**src/rtl/hamming_pkg.sv**
```systemverilog
// Shared constants, FSM encoding and Hamming(11,7) field helpers for the receive path.
package hamming_pkg;

  localparam int CW_W   = 11;
  localparam int DATA_W = 7;
  localparam int CHK_W  = 4;

  typedef enum logic [1:0] {
    SHIFT = 2'd0,
    CHECK = 2'd1,
    HOLD  = 2'd2
  } state_t;

  // Recompute check bits from the data positions and compare with the received ones.
  function automatic logic hamming_check(input logic [CW_W-1:0] cw);
    logic r1, r2, r4, r8;
    r1 = cw[10] ^ cw[8] ^ cw[6] ^ cw[4] ^ cw[2];
    r2 = cw[10] ^ cw[9] ^ cw[6] ^ cw[5] ^ cw[2];
    r4 = cw[6] ^ cw[5] ^ cw[4];
    r8 = cw[10] ^ cw[9] ^ cw[8];
    return ({cw[7], cw[3], cw[1], cw[0]} == {r8, r4, r2, r1});
  endfunction

  function automatic logic [DATA_W-1:0] hamming_data(input logic [CW_W-1:0] cw);
    return {cw[10:8], cw[6:4], cw[2]};
  endfunction

  function automatic logic [CHK_W-1:0] hamming_chk(input logic [CW_W-1:0] cw);
    return {cw[7], cw[3], cw[1], cw[0]};
  endfunction

endpackage

```
**src/rtl/hamming_sat_cnt.sv**
```systemverilog
// Saturating event counter with synchronous clear; clear has priority over increment.
module hamming_sat_cnt #(
  parameter int CNT_W = 8
) (
  input  logic             clk,
  input  logic             rst_n,
  input  logic             inc,
  input  logic             clr,
  output logic [CNT_W-1:0] cnt
);

  function automatic logic [CNT_W-1:0] sat_inc(input logic [CNT_W-1:0] v);
    return (&v) ? v : v + {{(CNT_W-1){1'b0}}, 1'b1};
  endfunction

  always_ff @(posedge clk or negedge rst_n) begin
    if (!rst_n) begin
      cnt <= '0;
    end else if (clr) begin
      cnt <= '0;
    end else if (inc) begin
      cnt <= sat_inc(cnt);
    end
  end

endmodule

```
**src/rtl/hamming_rx_ctrl.sv**
```systemverilog
// Serial Hamming(11,7) receive sequencer: assemble, check, hold for handshake, count.
module hamming_rx_ctrl
  import hamming_pkg::*;
#(
  parameter int CNT_W = 8
) (
  input  logic              clk,
  input  logic              rst_n,
  input  logic              rx_bit,
  input  logic              rx_valid,
  output logic              rx_ready,
  input  logic              rx_abort,
  output logic [DATA_W-1:0] out_data,
  output logic [CHK_W-1:0]  out_chk,
  output logic              out_err,
  output logic              out_valid,
  input  logic              out_ready,
  output logic [CNT_W-1:0]  ok_cnt,
  output logic [CNT_W-1:0]  err_cnt,
  input  logic              stats_clr
);

  state_t            state, state_nxt;
  logic [3:0]        bit_cnt;
  logic [CW_W-1:0]   cw_p0;
  logic [DATA_W-1:0] data_p1;
  logic [CHK_W-1:0]  chk_p1;
  logic              err_p1;
  logic              vld_p1;
  logic              cw_ok;
  logic              ok_inc;
  logic              err_inc;

  always_ff @(posedge clk or negedge rst_n) begin
    if (!rst_n) state <= SHIFT;
    else        state <= state_nxt;
  end

  always_comb begin
    state_nxt = state;
    rx_ready  = 1'b0;
    vld_p1    = 1'b0;
    case (state)
      SHIFT: begin
        rx_ready = 1'b1;
        if (!rx_abort && rx_valid && bit_cnt == 4'd10) state_nxt = CHECK;
      end
      CHECK: state_nxt = HOLD;
      HOLD: begin
        vld_p1 = 1'b1;
        if (out_ready) state_nxt = SHIFT;
      end
      default: state_nxt = SHIFT;
    endcase
  end

  // Stage p0: bit assembly; abort wins over a bit presented in the same cycle.
  always_ff @(posedge clk or negedge rst_n) begin
    if (!rst_n) begin
      bit_cnt <= 4'd0;
      cw_p0   <= '0;
    end else if (state == SHIFT) begin
      if (rx_abort) begin
        bit_cnt <= 4'd0;
        cw_p0   <= '0;
      end else if (rx_valid) begin
        cw_p0   <= {cw_p0[CW_W-2:0], rx_bit};
        bit_cnt <= (bit_cnt == 4'd10) ? 4'd0 : bit_cnt + 4'd1;
      end
    end
  end

  assign cw_ok = hamming_check(cw_p0);

  // Stage p1: result registers, loaded once per codeword in CHECK and held through HOLD.
  always_ff @(posedge clk or negedge rst_n) begin
    if (!rst_n) begin
      data_p1 <= '0;
      chk_p1  <= '0;
      err_p1  <= 1'b0;
    end else if (state == CHECK) begin
      data_p1 <= hamming_data(cw_p0);
      chk_p1  <= hamming_chk(cw_p0);
      err_p1  <= ~cw_ok;
    end
  end

  assign out_data  = data_p1;
  assign out_chk   = chk_p1;
  assign out_err   = err_p1;
  assign out_valid = vld_p1;

  assign ok_inc  = (state == CHECK) &&  cw_ok;
  assign err_inc = (state == CHECK) && !cw_ok;

  hamming_sat_cnt #(.CNT_W(CNT_W)) u_ok_cnt (
    .clk   (clk),
    .rst_n (rst_n),
    .inc   (ok_inc),
    .clr   (stats_clr),
    .cnt   (ok_cnt)
  );

  hamming_sat_cnt #(.CNT_W(CNT_W)) u_err_cnt (
    .clk   (clk),
    .rst_n (rst_n),
    .inc   (err_inc),
    .clr   (stats_clr),
    .cnt   (err_cnt)
  );

endmodule

```
**config.mk**
```make
export PLATFORM = sky130hd
export DESIGN_NAME = hamming_rx_ctrl
export DESIGN_NICKNAME = d
export VERILOG_FILES = /design/src/rtl/hamming_pkg.sv /design/src/rtl/hamming_sat_cnt.sv /design/src/rtl/hamming_rx_ctrl.sv
export SDC_FILE = /design/constraint.sdc
export NUM_CORES = 1
export LEC_CHECK = 0
export ABC_AREA = 1
export ABC_CLOCK_PERIOD_IN_PS = 3800
export BUFFER_PORTS_ARGS = -buffer_cell sky130_fd_sc_hd__clkbuf_2
export CORE_MARGIN = 3
export CORE_UTILIZATION = 35
export CTS_CLUSTER_SIZE = 20
export DETAILED_ROUTE_END_ITERATION = 16
export PLACE_DENSITY = 0.59
export SLEW_MARGIN = 40
export SYNTH_ARGS = -nofsm -noshare
export SYNTH_HDL_FRONTEND = slang
export SYNTH_SLANG_ARGS = --single-unit
```
**constraint.sdc**
```tcl
create_clock -name clk -period 3.8 [get_ports clk]
set_clock_uncertainty 0.1 [all_clocks]
set_input_delay 0.57 -clock clk [delete_from_list [all_inputs] [get_ports clk]]
set_output_delay 0.57 -clock clk [all_outputs]
set_load 0.1 [all_outputs]
```
==> tab_implementation.tex, run 1 <==
\begin{tabular}{lr}
\hline
Metric & Value \\
\hline
\multicolumn{2}{l}{\textbf{Power}} \\
Leakage power figure & 1.45 nW \\
Sw Ratio & between 20\% and 30\% \\
Peak ir drop on the vdd network & around 0.2 mV \\
Internal power & 0.653 mW \\
Overall power of the completed layout & around 0.9 mW \\
Combinational group share of total power & 11.8\% \\
Power density over cell area & between 300 and 400 nW/um2 \\
Clk pwr share & 32.9\% \\
Sequential fraction of design power & 55.3\% \\
Switching power total & 0.245 mW \\
\multicolumn{2}{l}{\textbf{Timing}} \\
Final hold vios & 0 \\
Transition at the pin with the smallest max-transition slack & 0.683 ns \\
Maximum clock frequency & 0.470 GHz \\
Worst max-slew margin expressed relative to the limit & 54.2\% \\
Final-report max-slew violation count & 0 \\
Unrepaired setup endpoints after global routing & no \\
Total of endpoints with negative setup slack in the final report & 0 \\
Total negative slack for setup checks & 0 ns \\
Min cycle time layout & 2.13 ns \\
Fin crit share & 56.0\% \\
Hold\_ws & 0.208 ns \\
\multicolumn{2}{l}{\textbf{Outcome}} \\
Status & completed \\
\multicolumn{2}{l}{\textbf{Worst setup path}} \\
Data arrival time of the worst path & 1.46 ns \\
Critical path class & reg -> out \\
Minimum setup slack among reg-to-reg paths & 1.98 ns \\
Reg2reg end & u\_err\_cnt.cnt[1] \\
Critical path startpoint category & flip-flop \\
Setup crit start & state[1] \\
Endpoint kind of the worst setup timing path & output port \\
Source of the worst register-to-register timing path & u\_err\_cnt.cnt[0] \\
Number of cell instances on the worst register-to-register path & 10 \\
Largest driver fanout on the critical path & 4 \\
Data required time of the critical path & approximately 3.1 ns \\
\multicolumn{2}{l}{\textbf{Detailed routing}} \\
Detail-routed via count per cell & 4.92 \\
Initial DRC count & around 120 \\
Aggregate routed wire length & 5050 um \\
DR pass1 iterations & 6 \\
Wire length per cell & roughly 12 um \\
Vias after detailed routing & 2083 \\
\# DRC & 0 \\
Antenna violation net count after detailed routing & 0 \\
\multicolumn{2}{l}{\textbf{Placed design}} \\
Sum of net half-perimeters after detailed placement & 3760 um \\
Placed cell areas & 2680 um2 \\
IO Port Bufs & 36 \\
Routability congestion estimate & 0.800 \\
Total placed cells including tap cells & 416 \\
\multicolumn{2}{l}{\textbf{Floorplanning}} \\
FP Rows & 29 \\
Starting density of the core & 37.1\% \\
X dimension of the die & 89.2 um \\
I/O pin cnt & 37 \\
Core footprint & 6530 um2 \\
Area enclosed by the die boundary & 7960 um2 \\
Vert. Die Dim & 89.2 um \\
\multicolumn{2}{l}{\textbf{CTS}} \\
Number of buffers inserted during clock tree synthesis & 5 \\
Count of hold buffers inserted by post-cts repair & 0 \\
TritonCTS Sinks & 45 \\
Clock transition time at the flip-flop clock pins of the worst setup and hold paths & around 0.080 ns \\
Number of resized instances in the post-cts repair step & 0 \\
Clock tree from TritonCTS & yes \\
Root Driver & sky130\_fd\_sc\_hd\_\_clkbuf\_8 \\
Clk buf depth & 2 \\
Number of H-tree branching levels & 2 \\
Number of buffers inserted to repair setup after CTS & 0 \\
Later-pin clock latency in the skew report & about 0.29 ns \\
\multicolumn{2}{l}{\textbf{Synthesis}} \\
Average instance area after synthesis & 7.84 um2 \\
Dominant cells by area after synthesis & sky130\_fd\_sc\_hd\_\_dfrtp\_1 (46\%), sky130\_fd\_sc\_hd\_\_nand2\_1 (16\%), sky130\_fd\_sc\_hd\_\_nand3\_1 (6.2\%) \\
Synthesis warning total & 0 \\
Gate Count Post-Synth & between 300 and 400 \\
Number of synthesized register bits & 45 \\
Net count after synthesis & 320 \\
Fraction of registers with async set or reset after synthesis & 100\% \\
Syn Std Cell Area & 2420 um2 \\
Most common cell in the synthesized netlist & sky130\_fd\_sc\_hd\_\_nand2\_1 \\
Number of flops mapped to enable cells by yosys & 0 \\
Synth top area share & 46.5\% \\
Share of synthesized area occupied by flip-flops and latches & 46.5\% \\
Library cell occupying the most area in the post-synthesis netlist & sky130\_fd\_sc\_hd\_\_dfrtp\_1 \\
Netlist cell types & 27 \\
Synth top cells by count & sky130\_fd\_sc\_hd\_\_nand2\_1 (101), sky130\_fd\_sc\_hd\_\_dfrtp\_1 (45), sky130\_fd\_sc\_hd\_\_nand3\_1 (30) \\
Post-synth top flop & sky130\_fd\_sc\_hd\_\_dfrtp\_1 \\
\multicolumn{2}{l}{\textbf{Global routing}} \\
Global-route wire length before repair & 8900 um \\
Remaining Overflow, GRT & 0 \\
Largest net degree at the start of global routing & 28 \\
Antenna violations before repair & 0 \\
Tot GR Track Use & 14.1\% \\
Number of global-route vias before repair & 1946 \\
\multicolumn{2}{l}{\textbf{Cells and area}} \\
Antenna diodes & 0 \\
Nets & 357 \\
Final std cell area, no fill & 2770 um2 \\
Filler Cells Inserted & 662 \\
Share of post-route cells with drive strength above 1 & 19.1\% \\
Final Instance Count excl. Fillers & around 420 \\
Synthesis-to-layout area growth & 14.1\% \\
\multicolumn{2}{l}{\textbf{Worst hold path}} \\
Worst hold path type & in -> async \\
\multicolumn{2}{l}{\textbf{Job}} \\
Number of maximum-capacitance constraint violations & 0 \\
\hline
\end{tabular}
state kept, by name, summed over array words and instances, names as in the netlist:
register	count
state	2
out_err	1
cw_p0	11
u_err_cnt.cnt	8
u_ok_cnt.cnt	8
out_chk	4
out_data	7
bit_cnt	4
placed cells by master (no fill, tap or decap), drive strengths merged:
cell	n
inv	31
nor3b	2
nand2	114
clkbuf	43
nor2	24
buf	1
xnor2	1
o21ai	20
a211oi	1
xor2	6
o22ai	10
nor3	7
dfrtp	45
and2	1
clkinv	1
a21oi	1
nand4	2
ha	4
nand3	32
power by group through the flow:
stage                     registers [mW]  logic, mW  clock network, mW
after floorplan                    0.541     0.0427                  0
after global placement             0.506      0.106                  0
after detailed placement           0.506      0.108                  0
after CTS                          0.496      0.108              0.308
after global routing               0.498      0.118              0.328
final                              0.496      0.106              0.295
metal layers:
metal	vias up	GRT usage [%]	routed length, um
li1	1069	-	-
met1	960	19.1	2450
met2	49	22.3	2350
met3	5	3.23	199
met4	0	4.60	53
met5	-	0	0
how the worst max path moves through the flow:
stage	end	slack (ns)
after detailed placement	u_err_cnt.cnt[3]	1.67
after global placement	u_err_cnt.cnt[4]	1.69
final	rx_ready	1.67
after floorplan	cw_p0[10]	0.96
after CTS	rx_ready	1.64
after global routing	rx_ready	1.61
worst max-delay path: stages (launching register included):
cell	delay [ns]
sky130_fd_sc_hd__dfrtp_1	0.41
sky130_fd_sc_hd__nor2_1	0.24
sky130_fd_sc_hd__clkbuf_2	0.51
layout make-up:
type | instances | area [um2] | area share (%)
Clock buffer | 7 | 86.3 | 3.12
Multi-Input combinational cell | 225 | 1150 | 41.4
Sequential cell | 45 | 1130 | 40.7
Tap cell | 77 | 96.3 | 3.48
Timing Repair Buffer | 37 | 188 | 6.79
Inverter | 32 | 123 | 4.43
through the flow:
stage	worst slack, ns	utilization, %
floorplan	0.957	-
global route	1.61	42.3
global placement	1.69	41.0
CTS	1.64	42.3
finish	1.67	42.3
detailed placement	1.67	41.0
logic make-up (layout without fill, tap and decap cells):
| kind of cell | Yosys count | count (layout) | share of synthesized area (%) |
|---|---|---|---|
| adders and majority gates | 4 | 4 | 2.07 |
| AOI/OAI and AO/OA | 32 | 32 | 7.85 |
| xor gates and xnor gates | 7 | 7 | 2.53 |
| buffers and inverters | 39 | 76 | 6.25 |
| and+or+nand+nor | 182 | 182 | 34.8 |
| DFF | 45 | 45 | 46.5 |
(Power assumes the default switching activity.)
==> inputs of run 2 (changes only) <==
--- a/config.mk
+++ b/config.mk
@@ -6,7 +6,7 @@
 export NUM_CORES = 1
 export LEC_CHECK = 0
 export ABC_AREA = 1
-export ABC_CLOCK_PERIOD_IN_PS = 3800
+export ABC_CLOCK_PERIOD_IN_PS = 2070
 export BUFFER_PORTS_ARGS = -buffer_cell sky130_fd_sc_hd__clkbuf_2
 export CORE_MARGIN = 3
 export CORE_UTILIZATION = 35
==> constraint.sdc (replaced) <==
create_clock -name clk -period 2.07 [get_ports clk]
set_clock_uncertainty 0.1 [all_clocks]
set_input_delay 0.3105 -clock clk [delete_from_list [all_inputs] [get_ports clk]]
set_output_delay 0.3105 -clock clk [all_outputs]
set_load 0.1 [all_outputs]
==> run 2 against run 1 <==
Net effect: final cell count grew 1.4%; clock power up 130%; die area stayed put; sequential cell count is the same; sequential power up 84%; final area up 3.7%; register-to-register slack lost 1.7 ns; wire length is 1.2% higher; combinational power grew 93%; critical path type is now reg -> reg; critical endpoint is now u_err_cnt.cnt[4]; largest cell class unchanged; highest routed layer unchanged.
==> tab_implementation.tex, run 2 (synthesized netlist as in run 1, its figures left out) <==
\begin{tabular}{lr}
\hline
Metric & Value \\
\hline
\multicolumn{2}{l}{\textbf{Floorplanning}} \\
X dimension of the die & 89.2 um (unchanged) \\
Area enclosed by the die boundary & 7960 um2 (unchanged) \\
I/O pin cnt & 37 (unchanged) \\
Vert. Die Dim & 89.2 um (unchanged) \\
Starting density of the core & 37.1\% (unchanged) \\
FP Rows & 29 (unchanged) \\
Core footprint & 6530 um2 (unchanged) \\
\multicolumn{2}{l}{\textbf{Timing}} \\
Final-report max-slew violation count & 0 (unchanged) \\
Total negative slack for setup checks & 0 ns (unchanged) \\
Total of endpoints with negative setup slack in the final report & 0 (unchanged) \\
Hold\_ws & 0.0913 ns (was 0.208 ns) \\
Worst Slack Setup Final & 0.295 ns (was 1.67 ns) \\
Transition at the pin with the smallest max-transition slack & 0.716 ns (was 0.683 ns) \\
Fin crit share & 85.7\% \\
Maximum clock frequency & 0.564 GHz \\
Unrepaired setup endpoints after global routing & no (unchanged) \\
Min cycle time layout & 1.77 ns \\
Worst max-slew margin expressed relative to the limit & 52.3\% (was 54.2\%) \\
Final hold vios & 0 (unchanged) \\
\multicolumn{2}{l}{\textbf{Worst setup path}} \\
Largest driver fanout on the critical path & 9 (was 4) \\
Crit path buf inv count & 1 (unchanged) \\
Slowest Stage Delay on Critical Path & 0.40 ns (was 0.51 ns) \\
Slowest-stage cell, CP & sky130\_fd\_sc\_hd\_\_dfrtp\_2 (was sky130\_fd\_sc\_hd\_\_clkbuf\_2) \\
Source of the worst register-to-register timing path & u\_err\_cnt.cnt[0] (unchanged) \\
Minimum setup slack among reg-to-reg paths & 0.30 ns (was 1.98 ns) \\
Data arrival time of the worst path & 1.86 ns (was 1.46 ns) \\
Critical path class & reg -> reg (was reg -> out) \\
Number of cell instances on the worst register-to-register path & 10 (unchanged) \\
Endpoint kind of the worst setup timing path & flip-flop (was output port) \\
Reg2reg end & u\_err\_cnt.cnt[4] (was u\_err\_cnt.cnt[1]) \\
Series of cell instances along the critical path & ha\_1 > nand2\_1 > inv\_1 > nand2\_1 > nor2\_1 > nand4\_1 > nand3\_4 > nand2\_4 > nand2\_1 > nand2\_1 (was nor2\_1 > clkbuf\_2) \\
Setup crit start & u\_err\_cnt.cnt[0] (was state[1]) \\
Cell repeated most along the worst path & sky130\_fd\_sc\_hd\_\_nand2\_1 \\
Critical path startpoint category & flip-flop (unchanged) \\
Crit path max-delay family & simple AND/OR/NAND/NOR gates (was buffers and inverters) \\
Data required time of the critical path & 2.15 ns (was 3.13 ns) \\
\multicolumn{2}{l}{\textbf{Placed design}} \\
Worst slack after detailed placement & 0.298 ns (was 1.67 ns) \\
Total placed cells including tap cells & 420 (was 416) \\
Sum of net half-perimeters after detailed placement & 3770 um (was 3760 um) \\
Routability congestion estimate & 0.805 (was 0.800) \\
IO Port Bufs & 36 (unchanged) \\
\multicolumn{2}{l}{\textbf{Outcome}} \\
Status & completed (unchanged) \\
\multicolumn{2}{l}{\textbf{Power}} \\
Overall power of the completed layout & 1.80 mW (was 0.898 mW) \\
Leakage power figure & 1.48 nW (was 1.45 nW) \\
Peak ir drop on the vdd network & 0.252 mV (was 0.195 mV) \\
Power density over cell area & 629 nW/um2 (was 325 nW/um2) \\
\multicolumn{2}{l}{\textbf{Detailed routing}} \\
DR pass1 iterations & 4 (was 6) \\
Detail-routed via count per cell & 4.79 (was 4.92) \\
Initial DRC count & 110 (was 118) \\
Aggregate routed wire length & 5110 um (was 5050 um) \\
Antenna violation net count after detailed routing & 0 (unchanged) \\
\# DRC & 0 (unchanged) \\
Wire length per cell & 11.9 um (about the same) \\
Vias after detailed routing & 2057 (was 2083) \\
\multicolumn{2}{l}{\textbf{Worst hold path}} \\
Worst Hold Path Cells & 2 \\
Destination of the worst hold path & state[1] \\
Hold\_sp & out\_ready \\
Worst hold path type & in -> reg (was in -> async) \\
\multicolumn{2}{l}{\textbf{CTS}} \\
TritonCTS Sinks & 45 (unchanged) \\
Number of H-tree branching levels & 2 (unchanged) \\
Number of resized instances in the post-cts repair step & 0 (unchanged) \\
Clk buf depth & 2 (unchanged) \\
Root Driver & sky130\_fd\_sc\_hd\_\_clkbuf\_8 (unchanged) \\
Later-pin clock latency in the skew report & 0.29 ns (about the same) \\
Number of buffers inserted during clock tree synthesis & 5 (unchanged) \\
Clock tree from TritonCTS & yes (unchanged) \\
Clock transition time at the flip-flop clock pins of the worst setup and hold paths & 0.08 ns (about the same) \\
\multicolumn{2}{l}{\textbf{Cells and area}} \\
Registers with the highest flip-flop counts & cw\_p0 x11, u\_err\_cnt.cnt x8, u\_ok\_cnt.cnt x8 (unchanged) \\
Final Instance Count excl. Fillers & 429 (was 423) \\
Antenna diodes & 0 (unchanged) \\
Most frequent standard cell in the layout excluding fill and tap cells & sky130\_fd\_sc\_hd\_\_nand2\_1 (unchanged) \\
Biggest register & cw\_p0 (unchanged) \\
Nets & 362 (was 357) \\
Flip-flop count of the largest register, all copies and words added & 11 (unchanged) \\
Synthesis-to-layout area growth & 18.3\% (was 14.1\%) \\
Share of post-route cells with drive strength above 1 & 23.0\% (was 19.1\%) \\
Commonest non-fill, non-tap cells in the layout & sky130\_fd\_sc\_hd\_\_nand2\_1 (101), sky130\_fd\_sc\_hd\_\_dfrtp\_1 (36), sky130\_fd\_sc\_hd\_\_clkbuf\_2 (36) (was sky130\_fd\_sc\_hd\_\_nand2\_1 (101), sky130\_fd\_sc\_hd\_\_dfrtp\_1 (45), sky130\_fd\_sc\_hd\_\_clkbuf\_2 (36)) \\
\multicolumn{2}{l}{\textbf{Job}} \\
Number of maximum-capacitance constraint violations & 0 (unchanged) \\
\multicolumn{2}{l}{\textbf{Global routing}} \\
Global-route wire length before repair & 9070 um (was 8900 um) \\
Number of global-route vias before repair & 1945 (was 1946) \\
Antenna violations before repair & 0 (unchanged) \\
Largest net degree at the start of global routing & 28 (unchanged) \\
Remaining Overflow, GRT & 0 (unchanged) \\
Tot GR Track Use & 14.4\% (was 14.1\%) \\
\hline
\end{tabular}
## run 2: changes by cell type in the layout (fill, tap and decap cells not counted)
cell                            delta
sky130_fd_sc_hd__buf_12            +1
sky130_fd_sc_hd__buf_4             +3
sky130_fd_sc_hd__bufinv_16         +1
sky130_fd_sc_hd__dfrtp_1           -9
sky130_fd_sc_hd__dfrtp_2           +9
sky130_fd_sc_hd__dlygate4sd3_1     +1
sky130_fd_sc_hd__nor2_1            -1
sky130_fd_sc_hd__nor2_4            +1
## run 2: how the worst max path moves through the flow
stage | cells past startpoint | endpoint | slack [ns]
after CTS | 10 | u_err_cnt.cnt[7] | 0.27
after global routing | 10 | u_err_cnt.cnt[6] | 0.09
after floorplan | 10 | u_err_cnt.cnt[0] | 0.008
after detailed placement | 10 | u_err_cnt.cnt[2] | 0.30
after global placement | 10 | u_err_cnt.cnt[4] | 0.34
final | 10 | u_err_cnt.cnt[4] | 0.30
## run 2: per-stage QoR
stage	util [%]	cell area (um2)
final	43.9	2870
after global routing	43.9	2870
after CTS	43.9	2870
after detailed placement	42.0	2740
after global placement	42.0	2740
after floorplan	-	2440
## run 2: cell type report
cell class / instances / area [um2]
Fill cell: 668 / 3660
Clock buffer: 7 / 86.3
Clock inverter: 1 / 30.0
Sequential cell: 45 / 1140
Timing Repair Buffer: 42 / 240
Tap cell: 77 / 96.3
Multi-Input combinational cell: 225 / 1150
Inverter: 32 / 123
## run 2: report_power, final
group          total (mW)  leakage, nW  internal, mW  switching (mW)
clock               0.687       0.0585         0.394           0.293
sequential          0.913        0.609         0.896          0.0172
combinational       0.205        0.811        0.0478           0.157
## run 2: repair_timing
| item | 4_1_cts | 5_1_grt |
|---|---|---|
| setup buffers | 0 | 0 |
| endpoints found under the hold margin | 26 | 0 |
| hold buffers | 1 | 0 |
## run 2: worst reg2reg max path, cell delays in order, from the launching register on
cell and delay, ns:
sky130_fd_sc_hd__dfrtp_2 0.40, sky130_fd_sc_hd__ha_1 0.18, sky130_fd_sc_hd__nand2_1 0.06, sky130_fd_sc_hd__inv_1 0.08, sky130_fd_sc_hd__nand2_1 0.07, sky130_fd_sc_hd__nor2_1 0.17, sky130_fd_sc_hd__nand4_1 0.18, sky130_fd_sc_hd__nand3_4 0.20
sky130_fd_sc_hd__nand2_4 0.11, sky130_fd_sc_hd__nand2_1 0.07, sky130_fd_sc_hd__nand2_1 0.05
## run 2: per-layer routing
metal	global-route usage [%]	vias to the layer above	share of wire [%]
met1	20.5	944	51
met2	22.2	35	43
li1	-	1072	-
met5	0	-	0
met4	4.74	0	1.3
met3	2.49	6	4.2
==> inputs of run 3 (changes only) <==
--- a/config.mk
+++ b/config.mk
@@ -9,11 +9,12 @@
 export ABC_CLOCK_PERIOD_IN_PS = 2070
 export BUFFER_PORTS_ARGS = -buffer_cell sky130_fd_sc_hd__clkbuf_2
 export CORE_MARGIN = 3
-export CORE_UTILIZATION = 35
+export CORE_UTILIZATION = 43
 export CTS_CLUSTER_SIZE = 20
 export DETAILED_ROUTE_END_ITERATION = 16
-export PLACE_DENSITY = 0.59
+export PLACE_DENSITY = 0.68
 export SLEW_MARGIN = 40
 export SYNTH_ARGS = -nofsm -noshare
 export SYNTH_HDL_FRONTEND = slang
 export SYNTH_SLANG_ARGS = --single-unit
+export TNS_END_PERCENT = 10
==> run 3 against run 2 <==
Net effect: final area is 2.0% lower; global-route usage is 2.4 points higher; register-to-register slack better by 0.05 ns; hold slack better by 0.0040 ns; first-iteration DRC count is 33% higher; core utilization is 9.4 points higher; sequential cell count stayed put; fmax is 1.3% higher; die area is 17% lower; largest cell class unchanged.
==> tab_implementation.tex, run 3 (synthesized netlist as in run 1, its figures left out) <==
\begin{tabular}{lr}
\hline
Metric & Value \\
\hline
\multicolumn{2}{l}{\textbf{Outcome}} \\
Status & completed (unchanged) \\
\multicolumn{2}{l}{\textbf{Cells and area}} \\
Nets & 362 (unchanged) \\
Most frequent standard cell in the layout excluding fill and tap cells & sky130\_fd\_sc\_hd\_\_nand2\_1 (unchanged) \\
Share of post-route cells with drive strength above 1 & 21.4\% (was 23.0\%) \\
Registers with the highest flip-flop counts & cw\_p0 x11, u\_err\_cnt.cnt x8, u\_ok\_cnt.cnt x8 (unchanged) \\
Synthesis-to-layout area growth & 15.9\% (was 18.3\%) \\
Flip-flop count of the largest register, all copies and words added & 11 (unchanged) \\
Biggest register & cw\_p0 (unchanged) \\
Final std cell area, no fill & 2810 um2 (was 2870 um2) \\
Commonest non-fill, non-tap cells in the layout & sky130\_fd\_sc\_hd\_\_nand2\_1 (101), sky130\_fd\_sc\_hd\_\_dfrtp\_1 (41), sky130\_fd\_sc\_hd\_\_clkbuf\_2 (36) (was sky130\_fd\_sc\_hd\_\_nand2\_1 (101), sky130\_fd\_sc\_hd\_\_dfrtp\_1 (36), sky130\_fd\_sc\_hd\_\_clkbuf\_2 (36)) \\
Antenna diodes & 0 (unchanged) \\
Final Instance Count excl. Fillers & 421 (was 429) \\
\multicolumn{2}{l}{\textbf{Detailed routing}} \\
Wire length per cell & 12.0 um (was 11.9 um) \\
Vias after detailed routing & 2080 (was 2057) \\
Aggregate routed wire length & 5030 um (was 5110 um) \\
Antenna violation net count after detailed routing & 0 (unchanged) \\
Detail-routed via count per cell & 4.94 (was 4.79) \\
Initial DRC count & 146 (was 110) \\
\# DRC & 0 (unchanged) \\
DR pass1 iterations & 4 (unchanged) \\
\multicolumn{2}{l}{\textbf{CTS}} \\
Root Driver & sky130\_fd\_sc\_hd\_\_clkbuf\_8 (unchanged) \\
Number of H-tree branching levels & 2 (unchanged) \\
Clock tree from TritonCTS & yes (unchanged) \\
Number of buffers inserted to repair setup after CTS & 0 (unchanged) \\
TritonCTS Sinks & 45 (unchanged) \\
Clock transition time at the flip-flop clock pins of the worst setup and hold paths & 0.08 ns (about the same) \\
Number of buffers inserted during clock tree synthesis & 5 (unchanged) \\
Later-pin clock latency in the skew report & 0.29 ns (about the same) \\
Clk buf depth & 2 (unchanged) \\
Number of resized instances in the post-cts repair step & 0 (unchanged) \\
\multicolumn{2}{l}{\textbf{Floorplanning}} \\
Starting density of the core & 46.0\% (was 37.1\%) \\
X dimension of the die & 81.1 um (was 89.2 um) \\
Core footprint & 5270 um2 (was 6530 um2) \\
Area enclosed by the die boundary & 6570 um2 (was 7960 um2) \\
I/O pin cnt & 37 (unchanged) \\
Vert. Die Dim & 81.1 um (was 89.2 um) \\
FP Rows & 26 (was 29) \\
\multicolumn{2}{l}{\textbf{Placed design}} \\
Total placed cells including tap cells & 413 (was 420) \\
Sum of net half-perimeters after detailed placement & 3740 um (was 3770 um) \\
Routability congestion estimate & 0.829 (was 0.805) \\
IO Port Bufs & 36 (unchanged) \\
Placed cell areas & 2710 um2 (was 2740 um2) \\
\multicolumn{2}{l}{\textbf{Global routing}} \\
Antenna violations before repair & 0 (unchanged) \\
Largest net degree at the start of global routing & 26 (was 28) \\
Tot GR Track Use & 16.8\% (was 14.4\%) \\
Number of global-route vias before repair & 1980 (was 1945) \\
Global-route wire length before repair & 8700 um (was 9070 um) \\
Remaining Overflow, GRT & 0 (unchanged) \\
\multicolumn{2}{l}{\textbf{Worst setup path}} \\
Critical path class & reg -> out (was reg -> reg) \\
Series of cell instances along the critical path & inv\_1 > nand2\_1 > inv\_1 > clkbuf\_2 (was ha\_1 > nand2\_1 > inv\_1 > nand2\_1 > nor2\_1 > nand4\_1 > nand3\_4 > nand2\_4 > nand2\_1 > nand2\_1) \\
Minimum setup slack among reg-to-reg paths & 0.35 ns (was 0.30 ns) \\
Critical path startpoint category & flip-flop (unchanged) \\
Slowest-stage cell, CP & sky130\_fd\_sc\_hd\_\_clkbuf\_2 (was sky130\_fd\_sc\_hd\_\_dfrtp\_2) \\
Endpoint kind of the worst setup timing path & output port (was flip-flop) \\
Source of the worst register-to-register timing path & u\_ok\_cnt.cnt[0] (was u\_err\_cnt.cnt[0]) \\
Reg2reg end & u\_ok\_cnt.cnt[6] (was u\_err\_cnt.cnt[4]) \\
Slowest Stage Delay on Critical Path & 0.44 ns (was 0.40 ns) \\
Data required time of the critical path & 1.66 ns (was 2.15 ns) \\
Number of cell instances on the worst register-to-register path & 9 (was 10) \\
Largest driver fanout on the critical path & 2 (was 9) \\
Cell repeated most along the worst path & sky130\_fd\_sc\_hd\_\_inv\_1 (was sky130\_fd\_sc\_hd\_\_nand2\_1) \\
Data arrival time of the worst path & 1.34 ns (was 1.86 ns) \\
\multicolumn{2}{l}{\textbf{Timing}} \\
Maximum clock frequency & 0.571 GHz (was 0.564 GHz) \\
Fin crit share & 84.6\% (was 85.7\%) \\
Unrepaired setup endpoints after global routing & no (unchanged) \\
Total negative slack for setup checks & 0 ns (unchanged) \\
Min cycle time layout & 1.75 ns (was 1.77 ns) \\
Total of endpoints with negative setup slack in the final report & 0 (unchanged) \\
Worst max-slew margin expressed relative to the limit & 60.1\% (was 52.3\%) \\
Transition at the pin with the smallest max-transition slack & 0.599 ns (was 0.716 ns) \\
Final-report max-slew violation count & 0 (unchanged) \\
Final hold vios & 0 (unchanged) \\
\multicolumn{2}{l}{\textbf{Power}} \\
Overall power of the completed layout & 1.66 mW (was 1.80 mW) \\
Power density over cell area & 590 nW/um2 (was 629 nW/um2) \\
Peak ir drop on the vdd network & 0.348 mV (was 0.252 mV) \\
Leakage power figure & 1.47 nW (was 1.48 nW) \\
\multicolumn{2}{l}{\textbf{Job}} \\
Number of maximum-capacitance constraint violations & 0 (unchanged) \\
\multicolumn{2}{l}{\textbf{Worst hold path}} \\
Worst hold path type & in -> reg (unchanged) \\
Hold\_sp & out\_ready (unchanged) \\
Destination of the worst hold path & state[1] (unchanged) \\
Worst Hold Path Cells & 2 (unchanged) \\
\hline
\end{tabular}
[run 3: cell types whose count changed in the layout (fill, tap and decap cells not counted)]
| cell | previous run | this run |
|---|---|---|
| sky130_fd_sc_hd__dfrtp_1 | 36 | 41 |
| sky130_fd_sc_hd__buf_4 | 4 | 5 |
| sky130_fd_sc_hd__bufinv_16 | 1 | 0 |
| sky130_fd_sc_hd__dfrtp_2 | 9 | 4 |
| sky130_fd_sc_hd__buf_12 | 1 | 0 |
[run 3: per-stage QoR]
| step | utilization (%) | setup slack [ns] | hold slack (ns) |
|---|---|---|---|
| 2_1_floorplan | - | -0.137 | -0.0851 |
| 3_3_place_gp | 51.5 | 0.386 | 0.244 |
| 3_5_place_dp | 51.5 | 0.353 | 0.249 |
| 4_1_cts | 53.3 | 0.301 | 0.0875 |
| 5_1_grt | 53.3 | 0.0977 | 0.0937 |
| 6_report | 53.3 | 0.318 | 0.0953 |
[run 3: cell type report]
| cell class | instances | area, um2 |
|---|---|---|
| timing repair buffer | 42 | 228 |
| tap | 70 | 87.6 |
| inverter | 32 | 123 |
| sequential | 45 | 1130 |
| clock buffer | 7 | 86.3 |
| multi-input combinational | 225 | 1150 |
| fill | 531 | 2460 |
[run 3: power breakdown]
group,leakage (nW),switching (mW),internal [mW]
combinational,0.807,0.156,0.0451
sequential,0.617,0.0169,0.895
clock,0.0443,0.280,0.265
[run 3: critical path, delay by kind of cell (launching register included)]
family	cells	cell delay, ns
buffers and inverters	3	0.57
DFF	1	0.41
and+or+nand+nor	1	0.06
[run 3: metal layers]
layer / wire (um) / track usage (%)
met5: 0 / 0
met1: 2390 / 21.6
met4: 25 / 5.41
met3: 191 / 3.10
met2: 2420 / 28.7
[run 3: what timing repair did]
| item | CTS | global route |
|---|---|---|
| hold buffers | 1 | 0 |
| endpoints found under the setup margin | 0 | 0 |
| hold endpoints to repair | 22 | 0 |
[run 3: how the worst max path moves through the flow]
stage / startpoint / endpoint / cells after the start / slack [ns]
final: state[0] / out_valid / 4 / 0.32
after CTS: state[0] / out_valid / 4 / 0.30
after detailed placement: u_err_cnt.cnt[0] / u_err_cnt.cnt[0] / 10 / 0.35
after global placement: u_err_cnt.cnt[0] / u_err_cnt.cnt[4] / 10 / 0.39
after global routing: u_err_cnt.cnt[0] / u_err_cnt.cnt[0] / 10 / 0.1
after floorplan: u_ok_cnt.cnt[3] / u_ok_cnt.cnt[6] / 8 / -0.14
